## config.mk

```make
export PLATFORM = sky130hd
export DESIGN_NAME = fetch_stage_flat
export DESIGN_NICKNAME = d
export VERILOG_FILES = /design/src/rtl/fetch_stage_pkg.sv /design/src/rtl/fetch_stage_if.sv /design/src/rtl/fetch_stage_buffer.sv /design/src/rtl/fetch_stage.sv /design/src/flat_wrapper.sv
export SDC_FILE = /design/constraint.sdc
export NUM_CORES = 1
export LEC_CHECK = 0
export BUFFER_PORTS_ARGS = -buffer_cell sky130_fd_sc_hd__buf_2
export CAP_MARGIN = 20
export CELL_PAD_IN_SITES_DETAIL_PLACEMENT = 0
export CELL_PAD_IN_SITES_GLOBAL_PLACEMENT = 1
export CORE_UTILIZATION = 45
export CTS_BUF_LIST = sky130_fd_sc_hd__clkbuf_8 sky130_fd_sc_hd__clkbuf_16
export DETAILED_ROUTE_END_ITERATION = 8
export PLACE_DENSITY = 0.77
export SLEW_MARGIN = 15
export SYNTH_ARGS = -nofsm -noshare
export SYNTH_HDL_FRONTEND = slang
export SYNTH_HIERARCHICAL = 1
export SYNTH_SLANG_ARGS = --single-unit
```

## constraint.sdc

```tcl
create_clock -name clk -period 3.5 [get_ports clk]
set_input_delay 0.175 -clock clk [delete_from_list [all_inputs] [get_ports clk]]
set_output_delay 0.175 -clock clk [all_outputs]
set_load 0.01 [all_outputs]
```

## src/rtl/fetch_stage_pkg.sv

```systemverilog
// Shared types and constants for the instruction-fetch stage.
// Holds the fetch buffer entry layout, NOP/JAL encodings and the reset PC default.
// Build option: FETCH_JAL_PREDICT_EN enables the JAL target helper's use in fetch_stage.
package fetch_stage_pkg;

    typedef logic [31:0] instruction_t;

    localparam instruction_t NOP_INSTR        = 32'h0000_0013;
    localparam logic [6:0]   OPCODE_JAL       = 7'b1101111;
    localparam logic [31:0]  RESET_PC_DEFAULT = 32'h0000_0000;

    // Width of the count of responses still owed by memory for flushed requests.
    localparam int DROP_W = 8;

    typedef struct packed {
        instruction_t instr;
        logic [31:0]  pc;
    } fetch_entry_t;

    // pc + sign-extended J-type immediate of a JAL word.
    function automatic logic [31:0] jal_target(input logic [31:0] pc, input instruction_t i);
        logic [31:0] imm;
        imm = {{12{i[31]}}, i[19:12], i[20], i[30:21], 1'b0};
        return pc + imm;
    endfunction

endpackage

```

## src/rtl/fetch_stage_if.sv

```systemverilog
// Fetch stage bus: imem request/response channels, redirect input, decode handshake.
// master = fetch stage side, slave = environment (memory, execute, decode) side.
// No logic; carries signals only.
interface fetch_stage_if;
    import fetch_stage_pkg::*;

    logic         imem_req_valid;
    logic         imem_req_ready;
    logic [31:0]  imem_req_addr;
    logic         imem_rsp_valid;
    logic [31:0]  imem_rsp_data;
    logic         redirect_valid;
    logic [31:0]  redirect_pc;
    logic         id_ready;
    logic         id_valid;
    instruction_t instruction;
    logic [31:0]  pc_out;

    modport master (
        output imem_req_valid, imem_req_addr, id_valid, instruction, pc_out,
        input  imem_req_ready, imem_rsp_valid, imem_rsp_data,
        input  redirect_valid, redirect_pc, id_ready
    );

    modport slave (
        input  imem_req_valid, imem_req_addr, id_valid, instruction, pc_out,
        output imem_req_ready, imem_rsp_valid, imem_rsp_data,
        output redirect_valid, redirect_pc, id_ready
    );

endinterface

```

## src/rtl/fetch_stage_buffer.sv

```systemverilog
// fetch_buffer: synchronous FIFO of fetch_entry_t with push/pop/clear, full/empty/count.
// Latency: pushed entry visible at head the cycle after push; head is a registered read.
// Backpressure: push while full is taken only with a simultaneous pop; clear beats push/pop.
// Ports: clk, reset (async high), clear, push/push_dat, pop, head_dat, full, empty, count.
module fetch_buffer
    import fetch_stage_pkg::*;
#(
    parameter  int DEPTH = 2,
    localparam int PTR_W = $clog2(DEPTH),
    localparam int CNT_W = PTR_W + 1
) (
    input  logic               clk,
    input  logic               reset,
    input  logic               clear,
    input  logic               push,
    input  fetch_entry_t       push_dat,
    input  logic               pop,
    output fetch_entry_t       head_dat,
    output logic               full,
    output logic               empty,
    output logic [CNT_W-1:0]   count
);

    // Pointers carry one extra wrap bit so full and empty are distinguishable.
    logic [PTR_W:0] rd_q, rd_d, wr_q, wr_d;
    fetch_entry_t   mem_q [DEPTH];
    fetch_entry_t   mem_d [DEPTH];
    logic           push_ok, pop_ok;

    always_comb begin
        count    = wr_q - rd_q;
        empty    = (count == '0);
        full     = (count == CNT_W'(DEPTH));
        head_dat = mem_q[rd_q[PTR_W-1:0]];
        push_ok  = push && (!full || pop);
        pop_ok   = pop && !empty;
    end

    always_comb begin
        rd_d  = rd_q;
        wr_d  = wr_q;
        mem_d = mem_q;
        if (clear) begin
            rd_d = '0;
            wr_d = '0;
        end else begin
            if (push_ok) begin
                mem_d[wr_q[PTR_W-1:0]] = push_dat;
                wr_d = wr_q + 1'b1;
            end
            if (pop_ok) begin
                rd_d = rd_q + 1'b1;
            end
        end
    end

    always_ff @(posedge clk or posedge reset) begin
        if (reset) begin
            rd_q <= '0;
            wr_q <= '0;
            for (int i = 0; i < DEPTH; i++) begin
                mem_q[i] <= '0;
            end
        end else begin
            rd_q  <= rd_d;
            wr_q  <= wr_d;
            mem_q <= mem_d;
        end
    end

endmodule

```

## src/rtl/fetch_stage.sv

```systemverilog
// fetch_stage: owns the PC, issues imem word requests, buffers {instr, pc} for decode.
// Latency: request fire at N, response at N+L -> id_valid at N+L+1 (registered buffer).
// Backpressure: requests only issue with a reserved buffer slot; decode stall holds the head.
// Ports: clk, reset (async high), bus (fetch_stage_if.master).
// Build option: FETCH_JAL_PREDICT_EN redirects fetch to JAL targets as words are buffered.
module fetch_stage
    import fetch_stage_pkg::*;
#(
    parameter logic [31:0] RESET_PC   = RESET_PC_DEFAULT,
    parameter int          FIFO_DEPTH = 2
) (
    input  logic          clk,
    input  logic          reset,
    fetch_stage_if.master bus
);

    localparam int CNT_W = $clog2(FIFO_DEPTH) + 1;

    logic [31:0]       pc_q, pc_d;
    logic [31:0]       pc_last_q, pc_last_d;
    logic [CNT_W-1:0]  out_q, out_d;
    logic [DROP_W-1:0] drop_q, drop_d;

    logic              buf_push, buf_pop, buf_clear, buf_full, buf_empty;
    fetch_entry_t      buf_in, buf_head;
    logic [CNT_W-1:0]  buf_count;

    logic              tag_push, tag_pop, tag_clear, tag_full, tag_empty;
    fetch_entry_t      tag_in, tag_head;
    logic [CNT_W-1:0]  tag_count;

    logic              rsp_keep, rsp_drop, jal_hit, credit_ok, req_fire;
    logic [CNT_W:0]    inflight;

    assign rsp_drop = bus.imem_rsp_valid && (drop_q != '0);
    assign rsp_keep = bus.imem_rsp_valid && (drop_q == '0);

`ifdef FETCH_JAL_PREDICT_EN
    assign jal_hit = rsp_keep && !bus.redirect_valid && (bus.imem_rsp_data[6:0] == OPCODE_JAL);
`else
    assign jal_hit = 1'b0;
`endif

    // Outstanding requests already own a buffer slot, so they count against capacity.
    assign inflight  = {1'b0, out_q} + {1'b0, buf_count};
    assign credit_ok = inflight < (CNT_W+1)'(FIFO_DEPTH);

    assign bus.imem_req_valid = !reset && !bus.redirect_valid && !jal_hit && credit_ok;
    assign bus.imem_req_addr  = pc_q;
    assign req_fire           = bus.imem_req_valid && bus.imem_req_ready;

    // Tag queue only holds PCs of live requests: a flush clears it, so responses
    // owed for flushed requests are absorbed by drop_q without touching it.
    assign tag_push  = req_fire;
    assign tag_in    = '{instr: '0, pc: pc_q};
    assign tag_pop   = rsp_keep;
    assign tag_clear = bus.redirect_valid || jal_hit;

    assign buf_push  = rsp_keep && !bus.redirect_valid;
    assign buf_in    = '{instr: bus.imem_rsp_data, pc: tag_head.pc};
    assign buf_pop   = !buf_empty && bus.id_ready;
    assign buf_clear = bus.redirect_valid;

    assign bus.id_valid    = !buf_empty;
    assign bus.instruction = buf_empty ? NOP_INSTR : buf_head.instr;
    assign bus.pc_out      = buf_empty ? pc_last_q : buf_head.pc;

    always_comb begin
        pc_d      = pc_q;
        out_d     = out_q + CNT_W'(req_fire) - CNT_W'(rsp_keep);
        drop_d    = drop_q - DROP_W'(rsp_drop);
        pc_last_d = buf_empty ? pc_last_q : buf_head.pc;

        if (req_fire) begin
            pc_d = pc_q + 32'd4;
        end

        if (bus.redirect_valid) begin
            // Every live request becomes a drop; a response arriving now is one of
            // those (or of the earlier drops) and is consumed this cycle.
            pc_d   = {bus.redirect_pc[31:2], 2'b00};
            out_d  = '0;
            drop_d = drop_q + DROP_W'(out_q) - DROP_W'(bus.imem_rsp_valid);
        end else if (jal_hit) begin
            // The JAL itself is kept; only the requests younger than it are flushed.
            pc_d   = jal_target(tag_head.pc, bus.imem_rsp_data);
            out_d  = '0;
            drop_d = DROP_W'(out_q) - DROP_W'(1);
        end
    end

    always_ff @(posedge clk or posedge reset) begin
        if (reset) begin
            pc_q      <= RESET_PC;
            pc_last_q <= '0;
            out_q     <= '0;
            drop_q    <= '0;
        end else begin
            pc_q      <= pc_d;
            pc_last_q <= pc_last_d;
            out_q     <= out_d;
            drop_q    <= drop_d;
        end
    end

    fetch_buffer #(.DEPTH(FIFO_DEPTH)) u_buf (
        .clk      (clk),
        .reset    (reset),
        .clear    (buf_clear),
        .push     (buf_push),
        .push_dat (buf_in),
        .pop      (buf_pop),
        .head_dat (buf_head),
        .full     (buf_full),
        .empty    (buf_empty),
        .count    (buf_count)
    );

    fetch_buffer #(.DEPTH(FIFO_DEPTH)) u_tag (
        .clk      (clk),
        .reset    (reset),
        .clear    (tag_clear),
        .push     (tag_push),
        .push_dat (tag_in),
        .pop      (tag_pop),
        .head_dat (tag_head),
        .full     (tag_full),
        .empty    (tag_empty),
        .count    (tag_count)
    );

    // A non-dropped response must have a matching request tag.
    a_rsp_has_tag: assert property (@(posedge clk) disable iff (reset)
        rsp_keep |-> !tag_empty);
    a_tag_tracks_out: assert property (@(posedge clk) disable iff (reset)
        tag_count == out_q);
    a_buf_no_overflow: assert property (@(posedge clk) disable iff (reset)
        (buf_push && !buf_pop) |-> !buf_full);
    a_tag_no_overflow: assert property (@(posedge clk) disable iff (reset)
        (tag_push && !tag_pop) |-> !tag_full);
    a_drop_no_wrap: assert property (@(posedge clk) disable iff (reset)
        !(&drop_q));
    a_tag_no_instr: assert property (@(posedge clk) disable iff (reset)
        tag_empty || (tag_head.instr == '0));

endmodule
```

## src/flat_wrapper.sv

```systemverilog
// flat-port wrapper written by rule: the top's interface ports become plain ports
module fetch_stage_flat import fetch_stage_pkg::*;
#(
    parameter logic [31:0] RESET_PC   = RESET_PC_DEFAULT,
    parameter int          FIFO_DEPTH = 2
)
  (clk, reset, bus_imem_req_valid, bus_imem_req_addr, bus_id_valid, bus_instruction, bus_pc_out, bus_imem_req_ready, bus_imem_rsp_valid, bus_imem_rsp_data, bus_redirect_valid, bus_redirect_pc, bus_id_ready);
  fetch_stage_if bus_i ();
  input  logic clk;
  input  logic reset;
  output wire logic [$bits(bus_i.imem_req_valid)-1:0] bus_imem_req_valid;
  output wire logic [$bits(bus_i.imem_req_addr)-1:0] bus_imem_req_addr;
  output wire logic [$bits(bus_i.id_valid)-1:0] bus_id_valid;
  output wire logic [$bits(bus_i.instruction)-1:0] bus_instruction;
  output wire logic [$bits(bus_i.pc_out)-1:0] bus_pc_out;
  input wire logic [$bits(bus_i.imem_req_ready)-1:0] bus_imem_req_ready;
  input wire logic [$bits(bus_i.imem_rsp_valid)-1:0] bus_imem_rsp_valid;
  input wire logic [$bits(bus_i.imem_rsp_data)-1:0] bus_imem_rsp_data;
  input wire logic [$bits(bus_i.redirect_valid)-1:0] bus_redirect_valid;
  input wire logic [$bits(bus_i.redirect_pc)-1:0] bus_redirect_pc;
  input wire logic [$bits(bus_i.id_ready)-1:0] bus_id_ready;
  assign bus_imem_req_valid = bus_i.imem_req_valid;
  assign bus_imem_req_addr = bus_i.imem_req_addr;
  assign bus_id_valid = bus_i.id_valid;
  assign bus_instruction = bus_i.instruction;
  assign bus_pc_out = bus_i.pc_out;
  assign bus_i.imem_req_ready = bus_imem_req_ready;
  assign bus_i.imem_rsp_valid = bus_imem_rsp_valid;
  assign bus_i.imem_rsp_data = bus_imem_rsp_data;
  assign bus_i.redirect_valid = bus_redirect_valid;
  assign bus_i.redirect_pc = bus_redirect_pc;
  assign bus_i.id_ready = bus_id_ready;
  fetch_stage #(.RESET_PC(RESET_PC), .FIFO_DEPTH(FIFO_DEPTH)) u_core (.clk(clk), .reset(reset), .bus(bus_i));
endmodule
```

# == Yosys cells after proc, flatten, opt, wreduce, memory -nomap -nowiden ==
# Index checks and enable logic that the tools add are counted.
# word_totals
register_bits,338
inputBits,70
out_inout_bits,98
word_cells,101
# op_classes
add_sub_neg,13
order_cmp,7
n_eq_ne,2
mux,26
n_bitwise,5
reduce_logical,32
# op_table
operator,n
two-way mux 64 bit,5
bitwise mux 128 bit,2
two-way mux 32 bit,7
demux 64 bit (select 1 bit),2
"adder 32 x 3 -> 32 bit, second input constant",1
two-way mux 2 bit,9
subtractor 8 x 1 -> 8 bit,2
logical AND 1 bit,13
nonzero test 2 bit,5
"adder 2 x 1 -> 2 bit, second input constant",4
adder 8 x 2 -> 8 bit,1
"greater-or-equal comparator 2 bit, second input constant",4
logical NOT 8 bit,1
two-way mux 8 bit,1
NOT 1 -> 2 bit,4
nonzero test 8 bit,1
logical NOT 1 bit,6
"equality test 2 bit, second input constant",2
logical NOT 2 bit,2
"< comparator 2 x 1 -> 1 bit, second input constant",2
AND reduction 2 bit,2
subtractor 2 bit,2
adder 2 x 2 -> 3 bit,1
"< comparator 3 x 2 -> 1 bit, second input constant",1
4 further kinds,5

# == Depth between registers and ports, before layout ==
# logic_depth
word_depth,8
ltp_mapped,14
depth_no_buf,12

# == Hierarchy ==
# Netlist, hierarchy kept.
# by_module_without_submodules
module,instances,cells_each,area_per_inst_um2,seq_area_each_um2
fetch_buffer,2,373,5826.8,3303.2
fetch_stage,1,437,4324.1,1801.7

# == Worst setup path after synthesis ==
# OpenSTA, ideal clock, no wires.
# synth_path
kind,register -> register
startpoint,register u_core.u_buf.wr_q[0]
endpoint,register u_core/u_tag/mem_q[10] (netlist bit)
setup_time_ps,125
arrival_ps,3291
required_time_ps,3375
setup_slack_ps,84
stages_incl_launch_ff,14
path_buffers,2
synth_period_minus_slack_ps,3416
cell_sequence,dfrtp_1 > inv_1 > ha_1 > inv_1 > and2_1 > fa_1 > nor4_4 > nand2_2 > clkinv_2 > buf_6 > nand2b_1 > a211oi_4 > buf_6 > mux2_2
# synth_between
elab_chain_len,7
# synth_lines
item,line,source
start: declaration,fetch_stage_buffer.sv:25,"logic [PTR_W:0] rd_q, rd_d, wr_q, wr_d;"
start signal: assignment,fetch_stage_buffer.sv:66,wr_q <= wr_d;
subtractor 2 bit,fetch_stage_buffer.sv:31,count = wr_q - rd_q;
net u_core.buf_count[0],fetch_stage.sv:26,logic [CNT_W-1:0] buf_count;
adder 2 x 2 -> 3 bit,fetch_stage.sv:45,"assign inflight = {1'b0, out_q} + {1'b0, buf_count};"
< comparator 3 x 2 -> 1 bit,fetch_stage.sv:46,assign credit_ok = inflight < (CNT_W+1)'(FIFO_DEPTH);
logical AND 1 bit,fetch_stage.sv:48,assign bus.imem_req_valid = !reset && !bus.redirect_valid && !jal_hit && credit_ok;
net bus_imem_req_valid,flat_wrapper.sv:11,output wire logic [$bits(bus_i.imem_req_valid)-1:0] bus_imem_req_valid;
logical AND 1 bit,fetch_stage.sv:50,assign req_fire = bus.imem_req_valid && bus.imem_req_ready;
net u_core.req_fire,fetch_stage.sv:32,"logic rsp_keep, rsp_drop, jal_hit, credit_ok, req_fire;"
logical AND 1 bit,fetch_stage_buffer.sv:35,push_ok = push && (!full || pop);
AND reduction 2 bit (no line),--,
end signal: assignment,fetch_stage_buffer.sv:67,mem_q <= mem_d;
end: declaration,fetch_stage_buffer.sv:26,fetch_entry_t mem_q [DEPTH];
# The timed path passes the listed nets, and every way through them passes these cells.
# A chain may end at the register's enable or synchronous reset.

# == Worst setup path in the final report ==
# layout_path
startpoint,register u_core.u_buf.wr_q[0]
endpoint,register u_core/u_tag/mem_q[10] (netlist bit)
# layout_between
elab_chain_len,7
# layout_lines
item,line
subtractor 2 bit,fetch_stage_buffer.sv:31
net u_core.buf_count[0],fetch_stage.sv:26
adder 2 x 2 -> 3 bit,fetch_stage.sv:45
< comparator 3 x 2 -> 1 bit,fetch_stage.sv:46
logical AND 1 bit,fetch_stage.sv:48
logical AND 1 bit,fetch_stage.sv:50
logical AND 1 bit,fetch_stage_buffer.sv:35
AND reduction 2 bit (no line),--
# The timed path passes the listed nets, and every way through them passes these cells.

==> impl_metrics.csv <==
group,metric,value,unit
route,drt-vias-per-instance,5.217,
floorplan,die_h,173.4,µm
pwr,p_int,6106,µW
cts,cts.sinks,272,
sta,tns,0,ns
grt,grtUsageMet3,0.02741,
floorplan,rows,62,
place,dp_slack,0.3448,ns
pwr,p_sw_frac,0.2647,
run,cap_viol_max_count,0,
grt,met2_usage,0.3504,
critical_path,cp-end-kind,"register",
pwr,power.switching,2198,µW
place,io_buffer_count,163,
cells_and_area,fin_nets,1335,
critical_path,r2r_setup_slack,0.32,ns
grt,grt_pass1_wl,49220,µm
cts,h-tree-depth,1,
route,vias,8572,
route,drt_iter0_markers,413,
sta,setup_viol,0,
critical_path,worst-endpoint-arrival,3.61,ns
route,postRouteAntennaNets,0,
sta,drv_slew,0,
pwr,clockPowerShare,0.384,
cts,clockRootBuffer,"clkbuf_16",
pwr,peakVddDrop,529.0,µV
place,place.gp.congestion,0.7646,
pwr,power_leakage,0.007998,µW
sta,post-route-period-util,0.9080,
cts,cts.repair.resized,0,
sta,finalHoldViolCount,0,
critical_path,crit_type,"reg -> reg",
sta,rsz0062_at_grt,"no",
sta,fin_ws,0.3219,ns
route,dr.pass1.iters,4,
grt,grt_start_max_net_pins,133,
place,place_inst,1526,
cells_and_area,mostFrequentLayoutCells,"dfrtp_1, mux2_2, buf_2, mux2_1, dlygate4sd3_1",
floorplan,ioPinCount,168,
cts,path_clk_slew,0.06,ns
grt,grt_pass1_vias,9241,
floorplan,coreArea,28780,µm²
floorplan,dieArea,30060,µm²
cts,cts_inserted_buffers,31,
route,drcViolationCount,0,
cts,cts_tree,"done",
cells_and_area,drive_above_1_share,0.3863,
grt,grt_use_total,0.2021,
grt,antenna_found_initial,1,
cts,clock_latency,0.55,ns
critical_path,worstPathMaxFanout,22,
cells_and_area,area_growth,21.23,%
logic_synthesis,syn_area,13220,µm²
place,hpwl,19020,µm
sta,fmax,314.7,MHz
outcome,outcome,"completed",
logic_synthesis,syn-instance-count,1013,
pwr,comb_power_share,0.175,
logic_synthesis,ys_warn_count,6,
sta,relSlewSlack,0.3026,
sta,min_period,3.178,ns
floorplan,fp.dieW,173.4,µm
route,wl_per_cell,18.09,µm
grt,gr-total-overflow,0,
grt,grtUsageMet1,0.2648,
grt,grt_most_used_layer,"met2",
floorplan,start_util,0.4592,
cells_and_area,final_cells,1643,
route,routed_wl,29720,µm
logic_synthesis,avgSynthCellArea,13.05,µm²
min_path,min_path_type,"in -> reg",
sta,worst_pin_slew,1.046,ns
sta,fin_skew,0.01262,ns
cells_and_area,layout_commonest_cell,"dfrtp_1",
pwr,pwr-share-seq,0.441,
critical_path,worst_setup_path_start_kind,"register",
cts,clockBufferDepth,3,
pwr,powerDensity,518.3,nW/µm²
critical_path,required,3.93,ns
routing by layer:
metal  vias to the layer above  wire length, µm
li1                       4039                -
met1                      4351            13320
met2                       139            14810
met3                        43              950
met4                         0              640
met5                         -                0
worst paths after layout:
| kind | start | end | cells after the start |
|---|---|---|---|
| min in group asynchronous | reset | u_core/u_tag/mem_q[18] | 3 |
| min reg2reg | u_core/u_buf/mem_q[92] | u_core/u_buf/mem_q[92] | 1 |
| max reg2reg | u_core/u_buf/wr_q[0] | u_core/u_tag/mem_q[10] | 12 |
| max in group asynchronous | reset | u_core/pc_last_q[25] | 4 |
| max | u_core/u_buf/wr_q[0] | u_core/u_tag/mem_q[10] | 12 |
| min | bus_redirect_valid | u_core/out_q[1] | 2 |
final cells by class:
cell class              count  area [µm²]
clock buffers              40       899.6
clock inverters            12       118.9
repair buffers            245        1652
fillers                  2451       12760
diodes                      1       2.502
multi-input cells         657        5937
well taps                 384       480.5
inverters                  32       125.1
flip-flops and latches    272        6808
worst max-delay path, cell delays in order (launching register included):
cell and delay (ns):
dfrtp_1 0.40, inv_1 0.13, ha_1 0.28, inv_1 0.14, and2_1 0.16, fa_1 0.45, nor4_4 0.26, nand2_2 0.10
clkinv_2 0.05, nand2b_1 0.10, a211oi_4 0.24, buf_4 0.35, mux2_2 0.38
state kept, by name (all words and copies together) (netlist names):
name / cells
u_core/drop_q: 8
u_core/u_buf/rd_q: 2
u_core/out_q: 2
u_core/bus.imem_req_addr: 30
u_core/pc_last_q: 32
u_core/u_tag/wr_q: 2
u_core/u_buf/mem_q: 128
u_core/u_tag/rd_q: 2
u_core/u_tag/mem_q: 64
u_core/u_buf/wr_q: 2
stage by stage:
stage               power (µW)  instance area (µm²)  utilization  hold slack (ns)
finish                    8305                16020       0.5567           0.1069
global route              8756                16020       0.5567           0.1201
CTS                       8411                16000       0.5560          0.09071
detailed placement        5121                14350       0.4987           0.4008
global placement          5077                14350       0.4987           0.3945
floorplan                 4707                13240            -           0.2412
timing repair:
| action | 4_1_cts | 5_1_grt |
|---|---|---|
| hold buffers | 63 | 0 |
| endpoints found under the hold margin | 306 | 0 |
| buffers inserted | 0 | 0 |
power groups by stage:
stage	clock (µW)	sequential, µW	combinational, µW
2_1_floorplan	0	3650	1060
3_3_place_gp	0	3700	1370
3_5_place_dp	0	3720	1400
4_1_cts	3280	3670	1470
5_1_grt	3420	3700	1640
6_report	3190	3660	1450
No activity file was read; power rests on OpenSTA's default activity.
